[src/rtl/mips_pkg.sv]
// Shared definitions for the instruction fetch unit: fetch FSM state encoding,
// reset/trap vector defaults and the architectural field widths.
// Optional feature macro: MISALIGN_TRAP_EN adds the StTrap state.
package mips_pkg;

  localparam int unsigned WordW      = 32;
  localparam int unsigned JumpFieldW = 26;

  typedef logic [WordW-1:0]      word_t;
  typedef logic [JumpFieldW-1:0] jump_field_t;

  localparam word_t ResetPcDef = 32'h0040_0000;
  localparam word_t TrapPcDef  = 32'h8000_0180;

`ifdef MISALIGN_TRAP_EN
  typedef enum logic [1:0] {StIdle, StFetch, StIssue, StTrap} fetch_state_e;
`else
  typedef enum logic [1:0] {StIdle, StFetch, StIssue} fetch_state_e;
`endif

endpackage

[src/rtl/fetch_unit_if.sv]
// Instruction-memory request/response bus used by the fetch unit.
//   imem_req   : fetch request, held for the whole FETCH state
//   imem_addr  : byte address of the word being fetched (the current PC)
//   imem_ack   : response strobe, imem_rdata valid in the same cycle
//   imem_rdata : returned instruction word
// master = fetch unit side, slave = memory side.
interface fetch_unit_if;
  import mips_pkg::*;

  logic  imem_req;
  word_t imem_addr;
  logic  imem_ack;
  word_t imem_rdata;

  modport master (
    output imem_req,
    output imem_addr,
    input  imem_ack,
    input  imem_rdata
  );

  modport slave (
    input  imem_req,
    input  imem_addr,
    output imem_ack,
    output imem_rdata
  );

endinterface

[src/rtl/next_pc_logic.sv]
// Combinational next-PC selection for the instruction in ISSUE.
// Priority: register jump > J/JAL > taken branch > sequential.
//   jump, jal, branch_eq, branch_ne, jump_reg, zero : decoded control / ALU flag
//   branch_offset : sign-extended word offset
//   jump_addr     : J-format target field
//   reg_addr      : rs value for JR
//   pc_4          : current PC + 4
//   next_pc       : selected successor PC (word aligned)
module next_pc_logic
  import mips_pkg::*;
(
  input  logic        jump,
  input  logic        jal,
  input  logic        branch_eq,
  input  logic        branch_ne,
  input  logic        jump_reg,
  input  logic        zero,
  input  word_t       branch_offset,
  input  jump_field_t jump_addr,
  input  word_t       reg_addr,
  input  word_t       pc_4,
  output word_t       next_pc
);

  logic branch_taken;

  // Both branch flags together is simply "taken" regardless of zero.
  assign branch_taken = (branch_eq & zero) | (branch_ne & ~zero);

  always_comb begin
    next_pc = pc_4;
    if (jump_reg) begin
      // Low bits dropped; a misaligned JR is diverted to the trap path upstream
      // when that feature is built in, so the mask never hides it there.
      next_pc = reg_addr & 32'hFFFF_FFFC;
    end else if (jump || jal) begin
      next_pc = {pc_4[31:28], jump_addr, 2'b00};
    end else if (branch_taken) begin
      next_pc = pc_4 + (branch_offset << 2);
    end
  end

endmodule

[src/rtl/fetch_unit.sv]
// Instruction fetch unit: IDLE -> FETCH -> ISSUE loop with PC register.
// Optional feature macro: MISALIGN_TRAP_EN (misaligned JR target traps to TRAP_PC).
//   clk, reset        : clock, synchronous active-high reset
//   Jump..JumpReg,Zero: control for the instruction in ISSUE
//   BranchOffset, JumpAddr, RegAddr : branch/jump operands
//   Stall             : hold the instruction in ISSUE
//   bus               : instruction-memory interface (master)
//   PC, PC_4          : current PC and PC+4
//   Instruction, InstrValid : fetched word and its valid flag
//   LinkAddr          : JAL return address (PC_4 while valid, else 0)
//   Trap              : one-cycle misaligned-target indication
module fetch_unit
  import mips_pkg::*;
#(
  parameter word_t RESET_PC = ResetPcDef,
  parameter word_t TRAP_PC  = TrapPcDef
) (
  input  logic                clk,
  input  logic                reset,
  input  logic                Jump,
  input  logic                Jal,
  input  logic                BranchEQ,
  input  logic                BranchNE,
  input  logic                JumpReg,
  input  logic                Zero,
  input  word_t               BranchOffset,
  input  jump_field_t         JumpAddr,
  input  word_t               RegAddr,
  input  logic                Stall,
  fetch_unit_if.master        bus,
  output word_t               PC,
  output word_t               PC_4,
  output word_t               Instruction,
  output logic                InstrValid,
  output word_t               LinkAddr,
  output logic                Trap
);

  fetch_state_e state_q, state_d;
  word_t        pc_q, pc_d;
  word_t        instr_q, instr_d;
  word_t        next_pc;

  next_pc_logic u_next_pc (
    .jump          (Jump),
    .jal           (Jal),
    .branch_eq     (BranchEQ),
    .branch_ne     (BranchNE),
    .jump_reg      (JumpReg),
    .zero          (Zero),
    .branch_offset (BranchOffset),
    .jump_addr     (JumpAddr),
    .reg_addr      (RegAddr),
    .pc_4          (PC_4),
    .next_pc       (next_pc)
  );

`ifdef MISALIGN_TRAP_EN
  logic misaligned;
  assign misaligned = JumpReg && (RegAddr[1:0] != 2'b00);
`else
  logic unused_trap_pc;
  assign unused_trap_pc = ^TRAP_PC;
`endif

  always_comb begin
    state_d = state_q;
    pc_d    = pc_q;
    instr_d = instr_q;
    unique case (state_q)
      StIdle:  state_d = StFetch;
      StFetch: begin
        if (bus.imem_ack) begin
          instr_d = bus.imem_rdata;
          state_d = StIssue;
        end
      end
      StIssue: begin
        if (!Stall) begin
`ifdef MISALIGN_TRAP_EN
          if (misaligned) begin
            pc_d    = TRAP_PC;
            state_d = StTrap;
          end else begin
            pc_d    = next_pc;
            state_d = StFetch;
          end
`else
          pc_d    = next_pc;
          state_d = StFetch;
`endif
        end
      end
`ifdef MISALIGN_TRAP_EN
      StTrap:  state_d = StFetch;
`endif
      default: state_d = StIdle;
    endcase
  end

  always_ff @(posedge clk) begin
    if (reset) begin
      state_q <= StIdle;
      pc_q    <= RESET_PC;
      instr_q <= '0;
    end else begin
      state_q <= state_d;
      pc_q    <= pc_d;
      instr_q <= instr_d;
    end
  end

  assign bus.imem_req  = (state_q == StFetch);
  assign bus.imem_addr = pc_q;
  assign PC            = pc_q;
  assign PC_4          = pc_q + 32'd4;
  assign Instruction   = instr_q;
  assign InstrValid    = (state_q == StIssue);
  assign LinkAddr      = InstrValid ? PC_4 : '0;

`ifdef MISALIGN_TRAP_EN
  assign Trap = (state_q == StTrap);
`else
  assign Trap = 1'b0;
`endif

endmodule
[src/flat_wrapper.sv]
// flat-port wrapper written by rule: the top's interface ports become plain ports
module fetch_unit_flat import mips_pkg::*;
#(
  parameter word_t RESET_PC = ResetPcDef,
  parameter word_t TRAP_PC  = TrapPcDef
)
  (clk, reset, Jump, Jal, BranchEQ, BranchNE, JumpReg, Zero, BranchOffset, JumpAddr, RegAddr, Stall, PC, PC_4, Instruction, InstrValid, LinkAddr, Trap, bus_imem_req, bus_imem_addr, bus_imem_ack, bus_imem_rdata);
  fetch_unit_if bus_i ();
  input  logic clk;
  input  logic reset;
  input  logic Jump;
  input  logic Jal;
  input  logic BranchEQ;
  input  logic BranchNE;
  input  logic JumpReg;
  input  logic Zero;
  input  word_t BranchOffset;
  input  jump_field_t JumpAddr;
  input  word_t RegAddr;
  input  logic Stall;
  output word_t PC;
  output word_t PC_4;
  output word_t Instruction;
  output logic InstrValid;
  output word_t LinkAddr;
  output logic Trap;
  output wire logic [$bits(bus_i.imem_req)-1:0] bus_imem_req;
  output wire logic [$bits(bus_i.imem_addr)-1:0] bus_imem_addr;
  input wire logic [$bits(bus_i.imem_ack)-1:0] bus_imem_ack;
  input wire logic [$bits(bus_i.imem_rdata)-1:0] bus_imem_rdata;
  assign bus_imem_req = bus_i.imem_req;
  assign bus_imem_addr = bus_i.imem_addr;
  assign bus_i.imem_ack = bus_imem_ack;
  assign bus_i.imem_rdata = bus_imem_rdata;
  fetch_unit #(.RESET_PC(RESET_PC), .TRAP_PC(TRAP_PC)) u_core (.clk(clk), .reset(reset), .Jump(Jump), .Jal(Jal), .BranchEQ(BranchEQ), .BranchNE(BranchNE), .JumpReg(JumpReg), .Zero(Zero), .BranchOffset(BranchOffset), .JumpAddr(JumpAddr), .RegAddr(RegAddr), .Stall(Stall), .bus(bus_i), .PC(PC), .PC_4(PC_4), .Instruction(Instruction), .InstrValid(InstrValid), .LinkAddr(LinkAddr), .Trap(Trap));
endmodule
[config.mk]
export PLATFORM = sky130hd
export DESIGN_NAME = fetch_unit_flat
export DESIGN_NICKNAME = d
export VERILOG_FILES = /design/src/rtl/mips_pkg.sv /design/src/rtl/fetch_unit_if.sv /design/src/rtl/next_pc_logic.sv /design/src/rtl/fetch_unit.sv /design/src/flat_wrapper.sv
export SDC_FILE = /design/constraint.sdc
export NUM_CORES = 1
export LEC_CHECK = 0
export CORE_MARGIN = 3
export CORE_UTILIZATION = 44
export CTS_BUF_LIST = sky130_fd_sc_hd__clkbuf_2 sky130_fd_sc_hd__clkbuf_4 sky130_fd_sc_hd__clkbuf_8
export DETAILED_ROUTE_END_ITERATION = 7
export PLACE_DENSITY_LB_ADDON = 0.2
export SYNTH_ARGS = -nofsm -noshare
export SYNTH_HDL_FRONTEND = slang
export SYNTH_SLANG_ARGS = --single-unit
[constraint.sdc]
create_clock -name clk -period 7.6 [get_ports clk]
set_input_delay 1.9 -clock clk [delete_from_list [all_inputs] [get_ports clk]]
set_output_delay 1.9 -clock clk [all_outputs]
set_load 0.02 [all_outputs]
# Word level (Yosys, flattened, before mapping)
# Cells that the tools add are included.
# word_totals
regBits	66
in_bits	132
# op_classes
eq_ne	4
n_mux	7
n_addsub	2
bitwise_logic	5
n_reduce_logical	5
# ops
cell	n
$mux 32	4
$add 32x3->32 const B	1
$add 32x32->32	1
$pmux 2 s3	1
$reduce_and 2->1	3
$mux 2	2
$and 1x1->1	2
$eq 2x1->1 const B	1
$eq 2x2->1 const B	1
$logic_not 2->1	1
$ne 2x1->1 const B	1
$ne 2x2->1 const B	1
$not 1->1	2
$logic_or 1x1->1	1
$or 1x1->1	1

# Longest topological paths before layout
# Gate-level depths: netlist of run 1.
# logic_depth
word_depth	6
ltp_mapped	16
ltp_nobuf	15

# Cells and area by module
# A second synthesis of run 1 with hierarchy kept.
# hier_totals
cells_unflattened	873
area_unflattened_um2	5888.1
# by_module_without_submodules
module	n_inst	seq_area_each_um2	area_per_inst_um2	cells_per_inst
fetch_unit	1	1321.3	3429.5	475
next_pc_logic	1	0.0	2458.6	398

# Worst setup path before layout of run 1
# No wires, ideal clock.
# synth_path
path_kind	register -> output
from	register u_core.pc_q[11] (netlist: u_core.PC[11])
to	output port LinkAddr[29]
t_arrival_ns	2.317
stages_incl_launch_ff	7
path_slack_ns	3.383
required_time_ns	5.700
path_cell_list	dfxtp_1 and4_1 nand4_4 nor4_4 nand2_1 xnor2_1 and2_1
# synth_via
elab_chain_cells	2
# synth_rtl
item	line_no	source
start, declared	fetch_unit.sv:40	word_t pc_q, pc_d;
start signal, assigned	fetch_unit.sv:108	pc_q <= pc_d;
$add 32x3->32	fetch_unit.sv:116	assign PC_4 = pc_q + 32'd4;
net PC_4[29]	flat_wrapper.sv:22	output word_t PC_4;
$mux 32	fetch_unit.sv:119	assign LinkAddr = InstrValid ? PC_4 : '0;
end, declared	flat_wrapper.sv:25	output word_t LinkAddr;
# The timed path passes the listed nets, and every way through them passes these cells.

# Worst setup path in the final report of run 1
# layout_path
from	register u_core.pc_q[11] (netlist: u_core.PC[11])
to	output port LinkAddr[29]
# layout_via
elab_chain_cells	2
# layout_rtl
item	line_no
$add 32x3->32	fetch_unit.sv:116
$mux 32	fetch_unit.sv:119
# No other way between the ends.

==> impl_metrics.yaml, run 1 <==
outcome:
  status: "finished clean"
worst_setup_path:
  critPathCapture: "LinkAddr[29]"
  reg2reg_from: "u_core.PC[4]$_SDFFE_PP0P_"
  crit_fanout: 8
  crit_path_cell_trace: "and4_1, nand4_4, nor4_4, nand2_1, xnor2_1, and2_1, clkdlybuf4s50_1"
  end_kind: "output port"
  path_class: "register to output port"
  critPathLaunch: "u_core.PC[11]$_SDFFE_PP0P_"
  crit_path_top_delay_cell: "clkdlybuf4s50_1"
  r2r-end: "u_core.PC[17]$_SDFFE_PP0P_"
  worstPathArrival_ns: 3.23
  rr_worst_depth: 14
  cp-start-kind: "register"
  cp_data_required_time_ns: 5.70
  regToRegSetupSlack_ns: 3.29
  critPathMaxStageDelay_ns: 0.60
detailed_routing:
  wire_per_inst_um: 18.3
  firstDrtPassIters: 5
  vias_per_cell: 5.55
  drc: 0
  wirelength_um: 22400
  drtIter0Drc: 556
  vias: 6793
  antenna_left: 0
timing:
  skew_ns: 0.0115
  slew-limit-headroom: 0.208
  fin_crit_sh: 0.675
  setup_tns_ns: 0
  final_max_slew_viol_count: 0
  post-route-min-period_ns: 5.13
  rsz0062_at_grt: "false"
  setup_viol: 0
  hold_viol_final: 0
  worstMarginPinSlew_ns: 1.19
  fmax_ghz: 0.195
die:
  boundaryPins: 295
  die_w_um: 121
  row_count: 41
  initial_core_util: 0.456
  core-area_um2: 12800
  dieArea_um2: 14700
  die-height_um: 121
layout:
  multi_input_area_um2: 3970
  fin_nets: 1216
  layoutNonFillerInstCount: 1224
  num_antenna_cells: 0
  fin_area_um2: 8610
  seq_area_um2: 1280
  area_delta_synth_final_pct: 47.3
  fillers: 1152
  drive_gt1_frac: 0.0352
grt:
  antenna_found_initial: 0
  grt_max_degree: 67
  grt_usage: 0.294
  grt-ovfl-total: 0
  grt_pass1_vias: 6412
  grt_pass1_wl_um: 34300
cts:
  clk_path_buf_depth: 2
  cts_max_level: 3
  clk_latency_ns: 0.34
  ctsRootBufferMaster: "clkbuf_8"
  post-cts-setup-buffers: 0
  hold_buffers: 0
  cts_tree: "yes"
  clock_sinks: 64
  cts.clk_slew.worst_paths_ns: 0.08
  numCtsBuffers: 9
  post_cts_resized: 0
logic_synthesis:
  seq_area_frac_synth: 0.219
  syn_area_um2: 5850
  ys_async_sr_fraction: 0
  syn_avg_cell_area_um2: 7.11
  yosys_warnings: 0
  synth_edf_count: 0
  netlist_instances: 822
  ys_types: 69
  ys.flop_type: "dfxtp_1"
  ys_seq_elements: 64
place:
  placed_area_um2: 8440
  place_inst: 1208
  dp_hpwl_um: 17200
  port_buffers: 281
  place_congestion: 0.970
power:
  power_leakage_nw: 3.41
  p_per_area_nw_per_um2: 108
  peakVddDrop_mv: 0.0693
min_path:
  hp-class: "register to register"
job:
  maxCapViolCount: 0
## worst min-delay path by stage
stage                                       startpoint                            endpoint  cells past startpoint
floorplan               u_core.state_q[0]$_SDFFE_PP0P_      u_core.state_q[0]$_SDFFE_PP0P_                      3
global placement    u_core.Instruction[4]$_SDFFE_PP0P_  u_core.Instruction[4]$_SDFFE_PP0P_                      2
detailed placement  u_core.Instruction[4]$_SDFFE_PP0P_  u_core.Instruction[4]$_SDFFE_PP0P_                      2
CTS                 u_core.Instruction[4]$_SDFFE_PP0P_  u_core.Instruction[4]$_SDFFE_PP0P_                      2
global route        u_core.Instruction[1]$_SDFFE_PP0P_  u_core.Instruction[1]$_SDFFE_PP0P_                      2
finish              u_core.Instruction[1]$_SDFFE_PP0P_  u_core.Instruction[1]$_SDFFE_PP0P_                      2
## Yosys cell counts (14+ instances only)
library cell / count / share of area
a21o_1: 14 / 0.018
o21ai_0: 41 / 0.035
nor2_1: 78 / 0.050
a21oi_1: 89 / 0.076
dfxtp_1: 64 / 0.22
nand2_1: 122 / 0.078
clkbuf_1: 31 / 0.020
nor3_1: 30 / 0.026
ha_1: 36 / 0.077
nand3_1: 17 / 0.015
buf_4: 39 / 0.050
inv_1: 32 / 0.021
a211oi_1: 22 / 0.028
xnor2_1: 26 / 0.039
xor2_1: 26 / 0.039
and2_1: 15 / 0.016
## sequential cells by signal, summed over array words and instances, names as in the netlist
signal,flops
u_core.PC,30
u_core.state_q,2
u_core.Instruction,32
## power by group
part | switching (mW) | internal (mW)
Sequential | 0.0127 | 0.348
Combinational | 0.162 | 0.148
Clock | 0.144 | 0.118
## through the flow
step | power (mW) | util | setup slack, ns | hold WS (ns)
final | 0.933 | 0.671 | 2.47 | 0.455
after global routing | 0.977 | 0.671 | 2.27 | 0.469
after CTS | 0.936 | 0.671 | 2.48 | 0.456
after detailed placement | 0.674 | 0.658 | 2.79 | 0.446
after global placement | 0.672 | 0.658 | 2.82 | 0.441
after floorplan | 0.536 | - | 3.38 | 0.519
## worst max-delay path: cells and delay by family (launching register included)
kind                   cells  cell delay (ns)
AND/OR/NAND/NOR            5             1.36
buffers and inverters      1             0.60
flip-flops                 1             0.53
XOR/XNOR                   1             0.40
## layer usage
metal / part of all wire / track usage / up-vias
met1: 0.40 / 0.363 / 3091
met3: 0.091 / 0.0713 / 40
met4: 0.028 / 0.0910 / 0
met2: 0.48 / 0.505 / 358
met5: 0 / 0 / -
li1: - / - / 3304
## cell families (layout without fill, tap and decap cells)
| family | Yosys count | after routing | synth area share |
|---|---|---|---|
| AO/OA/AOI/OAI | 225 | 225 | 0.244 |
| adder cells (fa/ha/maj) | 37 | 37 | 0.0805 |
| AND/OR/NAND/NOR | 326 | 326 | 0.264 |
| multiplexers | 3 | 3 | 0.00535 |
| buffers and inverters | 114 | 336 | 0.108 |
| flip-flops | 64 | 64 | 0.219 |
| XOR/XNOR | 52 | 52 | 0.0779 |
| other | 1 | 9 | 0.000641 |
## cell type report
| cell class | count | area share |
|---|---|---|
| tap | 172 | 0.0250 |
| clock inverter | 7 | 0.00552 |
| clock buffer | 9 | 0.0144 |
| inverter | 33 | 0.0144 |
| multi-input combinational | 652 | 0.461 |
| sequential | 64 | 0.149 |
| timing repair buffer | 287 | 0.331 |
## cell usage in the layout (no fill, tap or decap), types with 3 or more instances in the layout
cell type,n
a31oi_1,6
o211ai_1,7
nor2_1,78
nand2_1,122
buf_4,6
o31ai_1,5
nor4_1,5
clkbuf_8,9
o21a_1,6
clkdlybuf4s50_1,280
nand4_1,13
a21oi_1,89
ha_1,36
and4_1,7
a311oi_1,4
a221oi_1,3
or3_1,9
conb_1,9
clkinv_2,3
xnor2_1,26
nand3_1,17
xor2_1,26
o21ai_0,41
nor3_1,30
o32ai_1,3
and3_1,10
and2_1,15
a211oi_1,22
nand2b_1,7
dfxtp_1,64
inv_1,32
a21o_1,14
Note: power is estimated with default switching activity, not from simulation.
==> inputs of run 2 (changes only) <==
--- a/config.mk
+++ b/config.mk
@@ -6,7 +6,7 @@
 export NUM_CORES = 1
 export LEC_CHECK = 0
 export CORE_MARGIN = 3
-export CORE_UTILIZATION = 44
+export CORE_UTILIZATION = 42
 export CTS_BUF_LIST = sky130_fd_sc_hd__clkbuf_2 sky130_fd_sc_hd__clkbuf_4 sky130_fd_sc_hd__clkbuf_8
 export DETAILED_ROUTE_END_ITERATION = 7
 export PLACE_DENSITY_LB_ADDON = 0.2
==> constraint.sdc (replaced) <==
create_clock -name clk -period 5.2 [get_ports clk]
set_input_delay 1.3 -clock clk [delete_from_list [all_inputs] [get_ports clk]]
set_output_delay 1.3 -clock clk [all_outputs]
set_load 0.02 [all_outputs]
==> impl_metrics.yaml, run 2 (synthesis results as in run 1) <==
outcome:
  status: "finished clean"
detailed_routing:
  drtIter0Drc: 575
  wire_per_inst_um: 18.5
  vias_per_cell: 5.53
  vias: 6812
  wirelength_um: 22700
  drc: 0
  firstDrtPassIters: 6
  antenna_left: 0
cts:
  hold_buffers: 0
  clk_path_buf_depth: 2
  clk_latency_ns: 0.34
  post_cts_resized: 0
  cts.clk_slew.worst_paths_ns: 0.07
  ctsRootBufferMaster: "clkbuf_8"
  clock_sinks: 64
  post-cts-setup-buffers: 0
  numCtsBuffers: 9
  cts_tree: "yes"
  cts_max_level: 3
layout:
  drive_gt1_frac: 0.0388
  fillers: 1257
  seq_area_um2: 1280
  layoutNonFillerInstCount: 1232
  largest_reg_flops: 32
  final_common_cell: "clkdlybuf4s50_1"
  fin_area_um2: 8700
  num_antenna_cells: 0
  fin_util: 0.647
  layout_common_cells: "280 x clkdlybuf4s50_1, 122 x nand2_1, 89 x a21oi_1, 78 x nor2_1, 64 x dfxtp_1"
  area_delta_synth_final_pct: 48.8
  multi_input_area_um2: 3970
  fin_nets: 1220
place:
  place_inst: 1216
  pre_cts_ws_ns: 1.02
  place_congestion: 0.936
  port_buffers: 281
  placed_area_um2: 8470
  dp_hpwl_um: 17800
die:
  die-height_um: 124
  row_count: 42
  boundaryPins: 295
  die_w_um: 124
  dieArea_um2: 15400
  initial_core_util: 0.435
  core-area_um2: 13500
timing:
  setup_viol: 0
  fin_crit_sh: 0.869
  worstMarginPinSlew_ns: 1.12
  fmax_ghz: 0.221
  post-route-min-period_ns: 4.52
  final.setup.worst_slack_ns: 0.681
  slew-limit-headroom: 0.255
  rsz0062_at_grt: "false"
  whs_ns: 0.455
  skew_ns: 0.00548
  final_max_slew_viol_count: 0
  setup_tns_ns: 0
  hold_viol_final: 0
min_path:
  hp-class: "register to register"
grt:
  grt_max_degree: 40
  antenna_found_initial: 0
  grt_pass1_vias: 6366
  grt_usage: 0.282
  grt-ovfl-total: 0
  grt_pass1_wl_um: 33900
power:
  power_leakage_nw: 3.45
  p_per_area_nw_per_um2: 169
  peakVddDrop_mv: 0.118
  p_total_mw: 1.47
worst_setup_path:
  path_class: "register to output port"
  cp-start-kind: "register"
  critPathMaxStageDelay_ns: 0.59
  end_kind: "output port"
  crit_path_cell_trace: "ha_1, nand4_1, nor3_1, and3_1, xor2_1, and2_1, clkdlybuf4s50_1"
  worstPathArrival_ns: 3.22
  crit_path_top_delay_cell: "clkdlybuf4s50_1"
  cp_data_required_time_ns: 3.90
  crit_fanout: 7
job:
  maxCapViolCount: 0
## run 2: cell count changes in the layout (fill, tap and decap cells not counted), sizes merged
cell,previous run,this run
bufinv,0,2
clkinv,5,2
clkbuf,9,11
buf,7,11
inv,33,32
## run 2: layer usage
layer  global-route usage  vias to the layer above  wire [um]
li1                     -                     3306          -
met5                    0                        -          0
met4               0.0801                        0        559
met1                0.347                     3149       9010
met3               0.0704                       38       2120
met2                0.488                      319      11100
## run 2: cell type report
class,instances,area share
clock buffers,11,0.0167
clock inverters,5,0.00921
inverters,33,0.0142
multi-input cells,652,0.456
flip-flops and latches,64,0.147
well taps,176,0.0253
repair buffers,291,0.331
## run 2: worst paths after layout
check	from	endpoint	slack, ns	cells past startpoint
setup / recovery	u_core.PC[2]$_SDFFE_PP0P_	LinkAddr[28]	0.68	7
hold / removal	u_core.Instruction[30]$_SDFFE_PP0P_	u_core.Instruction[30]$_SDFFE_PP0P_	0.45	2
hold reg to reg	u_core.Instruction[30]$_SDFFE_PP0P_	u_core.Instruction[30]$_SDFFE_PP0P_	0.45	2
setup reg to reg	u_core.PC[2]$_SDFFE_PP0P_	u_core.PC[25]$_SDFFE_PP0P_	1.02	15
## run 2: power breakdown
group / total [mW] / internal (mW) / switching [mW]
sequential: 0.527 / 0.509 / 0.0186
clock: 0.485 / 0.288 / 0.197
combinational: 0.454 / 0.217 / 0.237
## run 2: worst max-delay path, delay by kind of cell (launching register included)
| family | cells | cell delay [ns] |
|---|---|---|
| xor+xnor | 1 | 0.32 |
| fa+ha+maj | 1 | 0.30 |
| buf+inv | 1 | 0.59 |
| flops | 1 | 0.51 |
| simple gates | 4 | 1.15 |
==> inputs of run 3 (changes only) <==
--- a/config.mk
+++ b/config.mk
@@ -7,7 +7,7 @@
 export LEC_CHECK = 0
 export CORE_MARGIN = 3
 export CORE_UTILIZATION = 42
-export CTS_BUF_LIST = sky130_fd_sc_hd__clkbuf_2 sky130_fd_sc_hd__clkbuf_4 sky130_fd_sc_hd__clkbuf_8
+export CTS_BUF_LIST = sky130_fd_sc_hd__clkbuf_2
 export DETAILED_ROUTE_END_ITERATION = 7
 export PLACE_DENSITY_LB_ADDON = 0.2
 export SYNTH_ARGS = -nofsm -noshare
==> impl_metrics.yaml, run 3 (synthesis results as in run 1) <==
timing:
  whs_ns: 0.467
  rsz0062_at_grt: "false"
  setup_viol: 0
  fin_crit_sh: 0.902
  post-route-min-period_ns: 4.69
  hold_viol_final: 0
  slew-limit-headroom: 0.258
  skew_ns: 0.0186
  worstMarginPinSlew_ns: 1.11
  fmax_ghz: 0.213
  final.setup.worst_slack_ns: 0.511
  final_max_slew_viol_count: 0
  setup_tns_ns: 0
power:
  power_leakage_nw: 3.42
  peakVddDrop_mv: 0.107
  p_total_mw: 1.33
  p_per_area_nw_per_um2: 154
grt:
  grt_pass1_vias: 6351
  antenna_found_initial: 0
  grt_max_degree: 40
  grt_pass1_wl_um: 33800
  grt-ovfl-total: 0
  grt_usage: 0.282
detailed_routing:
  drtIter0Drc: 585
  antenna_left: 0
  wirelength_um: 22700
  wire_per_inst_um: 18.4
  vias_per_cell: 5.56
  firstDrtPassIters: 7
  vias: 6845
  drc: 0
cts:
  numCtsBuffers: 9
  post-cts-setup-buffers: 0
  cts_tree: "yes"
  post_cts_resized: 0
  clk_latency_ns: 0.49
  clock_sinks: 64
  cts.clk_slew.worst_paths_ns: 0.17
  hold_buffers: 0
  clk_path_buf_depth: 2
  ctsRootBufferMaster: "clkbuf_2"
  cts_max_level: 3
die:
  boundaryPins: 295
  initial_core_util: 0.435
  row_count: 42
  die_w_um: 124
  die-height_um: 124
  core-area_um2: 13500
  dieArea_um2: 15400
job:
  maxCapViolCount: 0
worst_setup_path:
  rr_worst_depth: 15
  worstPathArrival_ns: 3.39
  reg2reg_from: "u_core.PC[2]$_SDFFE_PP0P_"
  cp_data_required_time_ns: 3.90
  crit_path_top_delay_cell: "clkdlybuf4s50_1"
  end_kind: "output port"
  cp-start-kind: "register"
  r2r-end: "u_core.PC[25]$_SDFFE_PP0P_"
  critPathMaxStageDelay_ns: 0.59
  regToRegSetupSlack_ns: 1.00
  crit_path_cell_trace: "ha_1, nand4_1, nor3_1, and3_1, xor2_1, and2_1, clkdlybuf4s50_1"
  crit_fanout: 7
  path_class: "register to output port"
min_path:
  whs_path_depth: 2
  min_from: "u_core.Instruction[9]$_SDFFE_PP0P_"
  worstHoldEndpoint: "u_core.Instruction[9]$_SDFFE_PP0P_"
  hp-class: "register to register"
layout:
  num_antenna_cells: 0
  drive_gt1_frac: 0.0379
  final_common_cell: "clkdlybuf4s50_1"
  largest_reg_flops: 32
  fin_nets: 1220
  area_delta_synth_final_pct: 47.2
  fin_util: 0.640
  layout_common_cells: "280 x clkdlybuf4s50_1, 122 x nand2_1, 89 x a21oi_1, 78 x nor2_1, 64 x dfxtp_1"
place:
  pre_cts_ws_ns: 1.02
  dp_hpwl_um: 17800
  place_congestion: 0.936
  port_buffers: 281
outcome:
  status: "finished clean"
==> run 3: cell types whose count changed in the layout (fill, tap and decap cells not counted), sizes merged <==
cell    change
clkbuf      -1
clkinv      +1
==> run 3: where the power goes <==
part | internal (mW) | switching, mW
Clock | 0.158 | 0.188
Combinational | 0.217 | 0.237
Sequential | 0.510 | 0.0186
Total | 0.885 | 0.444
==> run 3: layout make-up <==
cell class / count / area [um^2]
clock buffers: 10 / 50.0
fillers: 1273 / 4850
multi-input cells: 652 / 3970
inverters: 33 / 124
flip-flops and latches: 64 / 1280
repair buffers: 291 / 2880
clock inverters: 6 / 83.8
well taps: 176 / 220
==> run 3: stage by stage <==
stage                     cells  instance area, um^2
after floorplan             830                 5880
after global placement     1216                 8470
after detailed placement   1216                 8470
after CTS                  1232                 8610
after global routing       1232                 8610
final                      1232                 8610
==> run 3: worst max-delay path by stage <==
stage	slack [ns]	cells after the start	endpoint	from
after CTS	0.49	7	LinkAddr[28]	u_core.PC[2]$_SDFFE_PP0P_
after global routing	0.26	7	LinkAddr[28]	u_core.PC[11]$_SDFFE_PP0P_
final	0.51	7	LinkAddr[28]	u_core.PC[2]$_SDFFE_PP0P_
after global placement	1.06	11	u_core.PC[24]$_SDFFE_PP0P_	BranchOffset[0]
after detailed placement	1.02	11	u_core.PC[24]$_SDFFE_PP0P_	BranchOffset[0]
after floorplan	1.56	14	u_core.PC[29]$_SDFFE_PP0P_	u_core.PC[2]$_SDFFE_PP0P_
==> run 3: worst max-delay path, delay by kind of cell, from the launching register on <==
kind / cells / cell delay, ns
AND/OR/NAND/NOR: 4 / 1.17
buffers and inverters: 1 / 0.59
flip-flops: 1 / 0.54
XOR/XNOR: 1 / 0.31
adder cells (fa/ha/maj): 1 / 0.30
==> run 3: layer usage <==
metal | GRT usage | routed length [um] | up-vias
met5 | 0 | 0 | -
met4 | 0.0945 | 609 | 0
met3 | 0.0736 | 2210 | 40
met2 | 0.484 | 11000 | 338
met1 | 0.342 | 8910 | 3154
li1 | - | - | 3313
